File: config.mk
export PLATFORM = sky130hd
export DESIGN_NAME = cpu_instr_encoder
export DESIGN_NICKNAME = d
export VERILOG_FILES = /design/src/rtl/cpu_instr_encoder.sv
export SDC_FILE = /design/constraint.sdc
export NUM_CORES = 1
export LEC_CHECK = 0
export CAP_MARGIN = 5
export CELL_PAD_IN_SITES_DETAIL_PLACEMENT = 0
export CELL_PAD_IN_SITES_GLOBAL_PLACEMENT = 1
export CORE_MARGIN = 2
export CORE_UTILIZATION = 49
export CTS_CLUSTER_DIAMETER = 200
export DETAILED_ROUTE_END_ITERATION = 10
export GPL_TIMING_DRIVEN = 1
export PLACE_DENSITY_LB_ADDON = 0.05
export SYNTH_ARGS = -nofsm -noshare
export SYNTH_HDL_FRONTEND = slang
export SYNTH_SLANG_ARGS = --single-unit
File: constraint.sdc
create_clock -name clk -period 3.82 [get_ports clk]
set_input_delay 1.146 -clock clk [delete_from_list [all_inputs] [get_ports clk]]
set_output_delay 1.146 -clock clk [all_outputs]
set_load 0.1 [all_outputs]
File: src/rtl/cpu_instr_encoder.sv
// Packs opcode/register fields into 16-bit IR words, queues them, and writes them to sequential memory addresses; first write one cycle after the push, one word per cycle while mem_ack stays high.
// Producer is held off only when the FIFO is full; define ENC_ILLEGAL_CHK_EN to drop reserved opcodes (in_op[4:3]==2'b11) and count them.
module cpu_instr_encoder #(
  parameter int          DEPTH = 4,
  parameter int          AW    = 8,
  parameter int unsigned BASE  = 0,
  localparam int         PW    = $clog2(DEPTH),
  localparam int         CW    = $clog2(DEPTH) + 1
) (
  input  logic          clk,
  input  logic          rst_n,
  input  logic          clr,
  input  logic          in_valid,
  output logic          in_ready,
  input  logic [4:0]    in_op,
  input  logic [2:0]    in_da,
  input  logic [2:0]    in_aa,
  input  logic [2:0]    in_ba,
  output logic          mem_we,
  output logic [AW-1:0] mem_addr,
  output logic [15:0]   mem_wdata,
  input  logic          mem_ack,
  output logic [CW-1:0] count,
  output logic          wrapped,
  output logic          err,
  output logic [7:0]    err_cnt
);

  typedef enum logic {S_IDLE, S_WRITE} state_t;

  state_t          r_state, w_state_nxt;
  logic [15:0]     r_fifo [DEPTH];
  logic [PW-1:0]   r_wr_ptr, r_rd_ptr, w_rd_ptr_nxt;
  logic [CW-1:0]   r_count;
  logic            r_mem_we, w_mem_we_nxt;
  logic [AW-1:0]   r_mem_addr, w_mem_addr_nxt;
  logic [15:0]     r_mem_wdata, w_mem_wdata_nxt;
  logic            r_wrapped, w_wrap_set;
  logic            w_pop, w_accept, w_illegal, w_push;
  logic [15:0]     w_enc;

  assign w_enc        = {2'b00, in_op, in_da, in_aa, in_ba};
  assign in_ready     = (r_count != CW'(DEPTH));
  assign w_accept     = in_valid && in_ready;
`ifdef ENC_ILLEGAL_CHK_EN
  assign w_illegal    = (in_op[4:3] == 2'b11);
`else
  assign w_illegal    = 1'b0;
`endif
  assign w_push       = w_accept && !w_illegal;
  assign w_rd_ptr_nxt = r_rd_ptr + 1'b1;

  assign mem_we    = r_mem_we;
  assign mem_addr  = r_mem_addr;
  assign mem_wdata = r_mem_wdata;
  assign count     = r_count;
  assign wrapped   = r_wrapped;

  always_comb begin
    w_state_nxt     = r_state;
    w_mem_we_nxt    = r_mem_we;
    w_mem_addr_nxt  = r_mem_addr;
    w_mem_wdata_nxt = r_mem_wdata;
    w_pop           = 1'b0;
    w_wrap_set      = 1'b0;
    case (r_state)
      S_IDLE: begin
        if (r_count != '0) begin
          w_state_nxt     = S_WRITE;
          w_mem_we_nxt    = 1'b1;
          w_mem_wdata_nxt = r_fifo[r_rd_ptr];
        end
      end
      S_WRITE: begin
        if (mem_ack) begin
          w_pop          = 1'b1;
          w_mem_addr_nxt = r_mem_addr + 1'b1;
          w_wrap_set     = &r_mem_addr;
          // With one entry left the only successor is a word pushed on this same edge.
          if (r_count > CW'(1)) begin
            w_mem_wdata_nxt = r_fifo[w_rd_ptr_nxt];
          end else if (w_push) begin
            w_mem_wdata_nxt = w_enc;
          end else begin
            w_state_nxt  = S_IDLE;
            w_mem_we_nxt = 1'b0;
          end
        end
      end
      default: begin
        w_state_nxt  = S_IDLE;
        w_mem_we_nxt = 1'b0;
      end
    endcase
  end

  always_ff @(posedge clk or negedge rst_n) begin
    if (!rst_n) begin
      r_state <= S_IDLE;
    end else if (clr) begin
      r_state <= S_IDLE;
    end else begin
      r_state <= w_state_nxt;
    end
  end

  always_ff @(posedge clk) begin
    if (w_push) begin
      r_fifo[r_wr_ptr] <= w_enc;
    end
  end

  always_ff @(posedge clk or negedge rst_n) begin
    if (!rst_n) begin
      r_wr_ptr    <= '0;
      r_rd_ptr    <= '0;
      r_count     <= '0;
      r_mem_we    <= 1'b0;
      r_mem_addr  <= AW'(BASE);
      r_mem_wdata <= '0;
      r_wrapped   <= 1'b0;
    end else if (clr) begin
      r_wr_ptr    <= '0;
      r_rd_ptr    <= '0;
      r_count     <= '0;
      r_mem_we    <= 1'b0;
      r_mem_addr  <= AW'(BASE);
      r_wrapped   <= 1'b0;
    end else begin
      if (w_push) begin
        r_wr_ptr <= r_wr_ptr + 1'b1;
      end
      if (w_pop) begin
        r_rd_ptr <= w_rd_ptr_nxt;
      end
      r_count     <= r_count + CW'(w_push) - CW'(w_pop);
      r_mem_we    <= w_mem_we_nxt;
      r_mem_addr  <= w_mem_addr_nxt;
      r_mem_wdata <= w_mem_wdata_nxt;
      if (w_wrap_set) begin
        r_wrapped <= 1'b1;
      end
    end
  end

`ifdef ENC_ILLEGAL_CHK_EN
  logic       r_err;
  logic [7:0] r_err_cnt;

  always_ff @(posedge clk or negedge rst_n) begin
    if (!rst_n) begin
      r_err     <= 1'b0;
      r_err_cnt <= '0;
    end else if (clr) begin
      r_err     <= 1'b0;
      r_err_cnt <= '0;
    end else begin
      r_err <= w_accept && w_illegal;
      if (w_accept && w_illegal && (r_err_cnt != 8'hFF)) begin
        r_err_cnt <= r_err_cnt + 1'b1;
      end
    end
  end

  assign err     = r_err;
  assign err_cnt = r_err_cnt;
`else
  assign err     = 1'b0;
  assign err_cnt = '0;
`endif

endmodule

[Word level (Yosys, flattened, before mapping)]
Memories as Yosys holds them, arrays and structs flattened.
Cells that the tools add are included.
Word-level totals
  bits in registers: 34
  RAM bits: 56
  bits of input ports: 19
  output and inout bits: 39
  word-level logic and storage cells: 68
  memories: 1
Memories
  r_fifo: depth 4, bits a word 14, read ports 2, clocked after Yosys merged registers in 0, write ports 1, RTL line 32  | logic [15:0] r_fifo [DEPTH];
Operators by class
  $add $sub $neg: 5
  order comparisons: 1
  equal/unequal tests: 8
  mux-type cells: 32
  bitwise operators: 2
  reduce and logical (&&, ||, !) cells: 11
Operators by type and width (number)
  two-way mux 16 bit: 4
  case mux 16 bit (2 select lines): 1
  two-way mux 8 bit: 3
  two-way mux 1 bit: 17
  != test 3 bit (second input constant): 5
  nonzero test 2 bit: 5
  adder 8 x 1 -> 8 bit (second input constant): 1
  two-way mux 2 bit: 4
  AND reduction 4 bit: 2
  AND reduction 8 bit: 1
  adder 2 x 1 -> 2 bit (second input constant): 2
  != test 2 bit (second input constant): 2
  case mux 1 bit (2 select lines): 2
  adder 3 x 1 -> 3 bit: 1
  > comparator 3 x 1 -> 1 bit (second input constant): 1
  two-way mux 3 bit: 1
  != test 3 x 1 -> 1 bit (second input constant): 1
  nonzero test 3 bit: 1
  subtractor 3 x 1 -> 3 bit: 1
  inverter 1 bit: 2
  AND reduction 2 bit: 1
  logical AND 1 bit: 1

[Depth between registers and ports, before layout]
  depth after elaboration: 7
  gate-level depth with buffers: 10
  mapped depth without buffers: 10

[Least setup slack after synthesis]
OpenSTA, ideal clock, no wires.
  path type: flip-flop to flip-flop
  start: register r_count[1], in the netlist count[1]
  end: register r_count[2], in the netlist count[2]
  setup time: 132 ps
  arrival time: 3286 ps
  required time: 3688 ps
  path slack: 403 ps
  stages on the path, launching flop included: 11
  buffers on the path: 0
  clock period less this slack: 3417 ps
  path through: dfrtp_1 -> or3b_1 -> and2_1 -> inv_1 -> ha_1 -> inv_1 -> ha_1 -> inv_1 -> fa_1 -> xnor2_1 -> nor2_1
On the way
  word-level cells in the longest chain between the ends: 5
RTL lines
  start, declared: RTL line 34  | logic [CW-1:0] r_count;
  start signal, assigned: RTL line 136  | r_count <= r_count + CW'(w_push) - CW'(w_pop);
  != test 3 bit: RTL line 43  | assign in_ready = (r_count != CW'(DEPTH));
  named net in_ready: RTL line 14  | output logic in_ready,
  logical AND 1 bit: RTL line 44  | assign w_accept = in_valid && in_ready;
  adder 3 x 1 -> 3 bit: RTL line 136
  subtractor 3 x 1 -> 3 bit: RTL line 136
  two-way mux 3 bit: RTL line 122  | end else if (clr) begin
The timed path passes the listed nets, and every way through them passes these cells.
A chain may end at the register's enable or synchronous reset.

[Worst setup path in the final report]
  start: input mem_ack
  end: register r_count[2], in the netlist count[2]
On the way
  word-level cells in the longest chain between the ends: 4
RTL lines
  start, declared: RTL line 22  | input logic mem_ack,
  two-way mux 1 bit: RTL line 75  | if (mem_ack) begin
  two-way mux 1 bit: RTL line 66  | case (r_state)
  subtractor 3 x 1 -> 3 bit: RTL line 136
  two-way mux 3 bit: RTL line 122
Every way passes these cells.

==> impl_metrics.tcl <==
set metrics [dict create \
    status "finished, final reports clean" \
    fillCellCount 792 \
    hold_class "register to register" \
    worstSetupEndpointType "register" \
    mostFrequentLayoutCells "edfxtp_1 (56), buf_4 (39), dfrtp_1 (31), nor2_1 (29), nor4b_1 (28)" \
    diodes 0 \
    ir_drop_v 0.000509 \
    fp-row-count 35 \
    final.period_utilization_pct 75.3 \
    required_ns 4.06 \
    design_area_um2 5300 \
    yosys.cell_types.count 44 \
    clk_pin_slew_ns 0.08 \
    viasPerCell 5.68 \
    synth_top_area_share_pct 36.1 \
    cp.arrival_ns 3.12 \
    clock_latency_ns 0.35 \
    drv_cap 0 \
    crit_fanout 7 \
    gr-total-overflow 0 \
    place_area_um2 5110 \
    critPathLaunchType "input pin" \
    grt_pass1_wl_um 15700 \
    syn_area_um2 4650 \
    clockRootBuffer "clkbuf_8" \
    hold_violations 0 \
    drive_gt1_share_pct 21.7 \
    ant_nets 0 \
    finalCriticalPeriod_ns 2.88 \
    cts_tree "yes" \
    die_w_um 101 \
    pin_count 58 \
    hpwl_um 6110 \
    grt_max_degree 63 \
    netlist_top_cells_area "edfxtp_1 (36%), dfrtp_1 (17%), nor4b_1 (5.3%)" \
    grt_pass1_vias 2953 \
    syn_to_final_growth_pct 13.8 \
    initial_core_util_pct 50.4 \
    cts-htree-levels 3 \
    die-area_um2 10300 \
    finish.net_count 439 \
    maxSlewHeadroom_pct 24.5 \
    cts_resized 0 \
    postSynthAreaPerCell_um2 12.5 \
    final_common_cell "edfxtp_1" \
    critPathKind "input pin to register" \
    grt_use_total_pct 20.4 \
    setup_viol 0 \
    cts_setup_buffers 0 \
    ys_ff_latch 88 \
    dieHeight_um 101 \
    p_per_area_nw_per_um2 769 \
    p_leak_nw 1.86 \
    routed_wl_um 9940 \
    clockBufferDepth 2 \
    utilization_pct 57.3 \
    skew_ns 0.00714 \
    rsz0062_at_grt "false" \
    ctsHoldBuffers 0 \
    ys_warn_count 0 \
    clock-sinks 88 \
    portBuffers 46 \
    drc 0 \
    fmax_mhz 348 \
    tightest_slew_ns 1.13 \
    finalMaxSlewViolations 0 \
    vias 3086 \
    drtIter0Drc 82 \
    drt_first_pass_iters 4 \
    seq_area_frac_synth_pct 53.3 \
    antenna_found_initial 0 \
    gp_congestion 0.719 \
    core-area_um2 9240 \
    hold_ws_ns 0.516 \
    cts_inserted_buffers 9 \
    wl_per_cell_um 18.3 \
    setup_tns_ns 0 \
    yosysTopAreaCell "edfxtp_1" \
    synthesis.instances 373 \
]
cell usage after synthesis:
master	count
o21a_2	1
nand4_1	2
a211o_1	1
fa_1	1
or3_1	2
or3b_1	2
buf_8	1
o31ai_4	10
nor4_1	1
buf_2	12
buf_4	12
xor2_1	4
mux2_2	21
nand2_1	10
and2_1	1
o21a_1	1
nand3_1	1
clkinv_1	1
clkbuf_1	16
and2_0	1
nor3_1	5
ha_1	9
a21oi_2	1
and4_1	1
o31ai_1	4
o32a_1	14
nor2b_1	15
and3_1	4
xnor2_1	6
inv_1	9
nor4b_1	28
a211oi_1	14
conb_1	1
a21boi_1	1
edfxtp_1	56
mux2_1	7
o21ai_0	15
nand3b_1	1
o21ai_2	1
o211ai_1	14
a21oi_1	4
nor2_1	29
nor3b_2	1
dfrtp_1	32
layer usage:
| metal | vias to the layer above | global-route usage, % | wire length (um) |
|---|---|---|---|
| li1 | 1469 | - | - |
| met1 | 1548 | 29.1 | 4810 |
| met2 | 57 | 31.5 | 4660 |
| met3 | 12 | 3.93 | 314 |
| met4 | 0 | 7.07 | 153 |
| met5 | - | 0 | 0 |
report_power, final:
part / total (mW) / switching, mW / internal (mW)
logic: 2.10 / 1.47 / 0.631
registers: 1.35 / 0.160 / 1.19
clock network: 0.617 / 0.322 / 0.295
total: 4.07 / 1.96 / 2.12
worst paths after layout:
kind | from | to | slack, ns | cells after the start
max in group asynchronous | rst_n | r_rd_ptr[1] | 2.29 | 2
worst max register to register | count[1] | mem_wdata[1] | 1.28 | 6
worst min register to register | wrapped | wrapped | 0.52 | 2
worst max-delay path | mem_ack | count[2] | 0.94 | 10
worst min-delay path | wrapped | wrapped | 0.52 | 2
min in group asynchronous | rst_n | mem_addr[6] | 1.19 | 2
flip-flops by register name, indices dropped and copies added, names as in the netlist:
register / cells
r_state: 1
r_wr_ptr: 2
r_fifo: 56
count: 3
r_rd_ptr: 2
mem_addr: 8
mem_wdata: 14
mem_we: 1
wrapped: 1
final cells by class:
type | count | area, um^2 | area share [%]
Clock buffer | 9 | 124 | 2.34
Clock inverter | 6 | 61.3 | 1.16
Inverter | 10 | 37.5 | 0.709
Multi-Input combinational cell | 244 | 1960 | 36.9
Sequential cell | 88 | 2480 | 46.9
Tap cell | 129 | 161 | 3.05
Timing Repair Buffer | 57 | 473 | 8.93
cell families (layout without fill, tap and decap cells):
kind of cell               Yosys count  after routing  synth area share, %
and+or+nand+nor                    104            104                 13.6
other                                1             11               0.0806
buffers and inverters               51             82                 5.65
xor gates and xnor gates            10             10                 1.88
DFF                                 88             88                 53.3
muxes                               28             28                 6.78
adders and majority gates           10             10                 2.85
AOI/OAI and AO/OA                   81             81                 15.9
stage by stage:
step	setup slack [ns]	total power [mW]	std cells
after floorplan	0.403	3.03	383
after global placement	0.608	3.45	528
after detailed placement	0.572	3.48	528
after CTS	0.953	4.10	543
after global routing	0.788	4.28	543
final	0.944	4.07	543
critical path: stages:
cell	delay [ns]
clkdlybuf4s50_1	0.45
nand2_1	0.15
clkinv_1	0.23
ha_1	0.35
inv_1	0.06
ha_1	0.13
inv_1	0.04
fa_1	0.37
xnor2_1	0.15
nor2_1	0.05
Power figures use the tool's default switching activity.
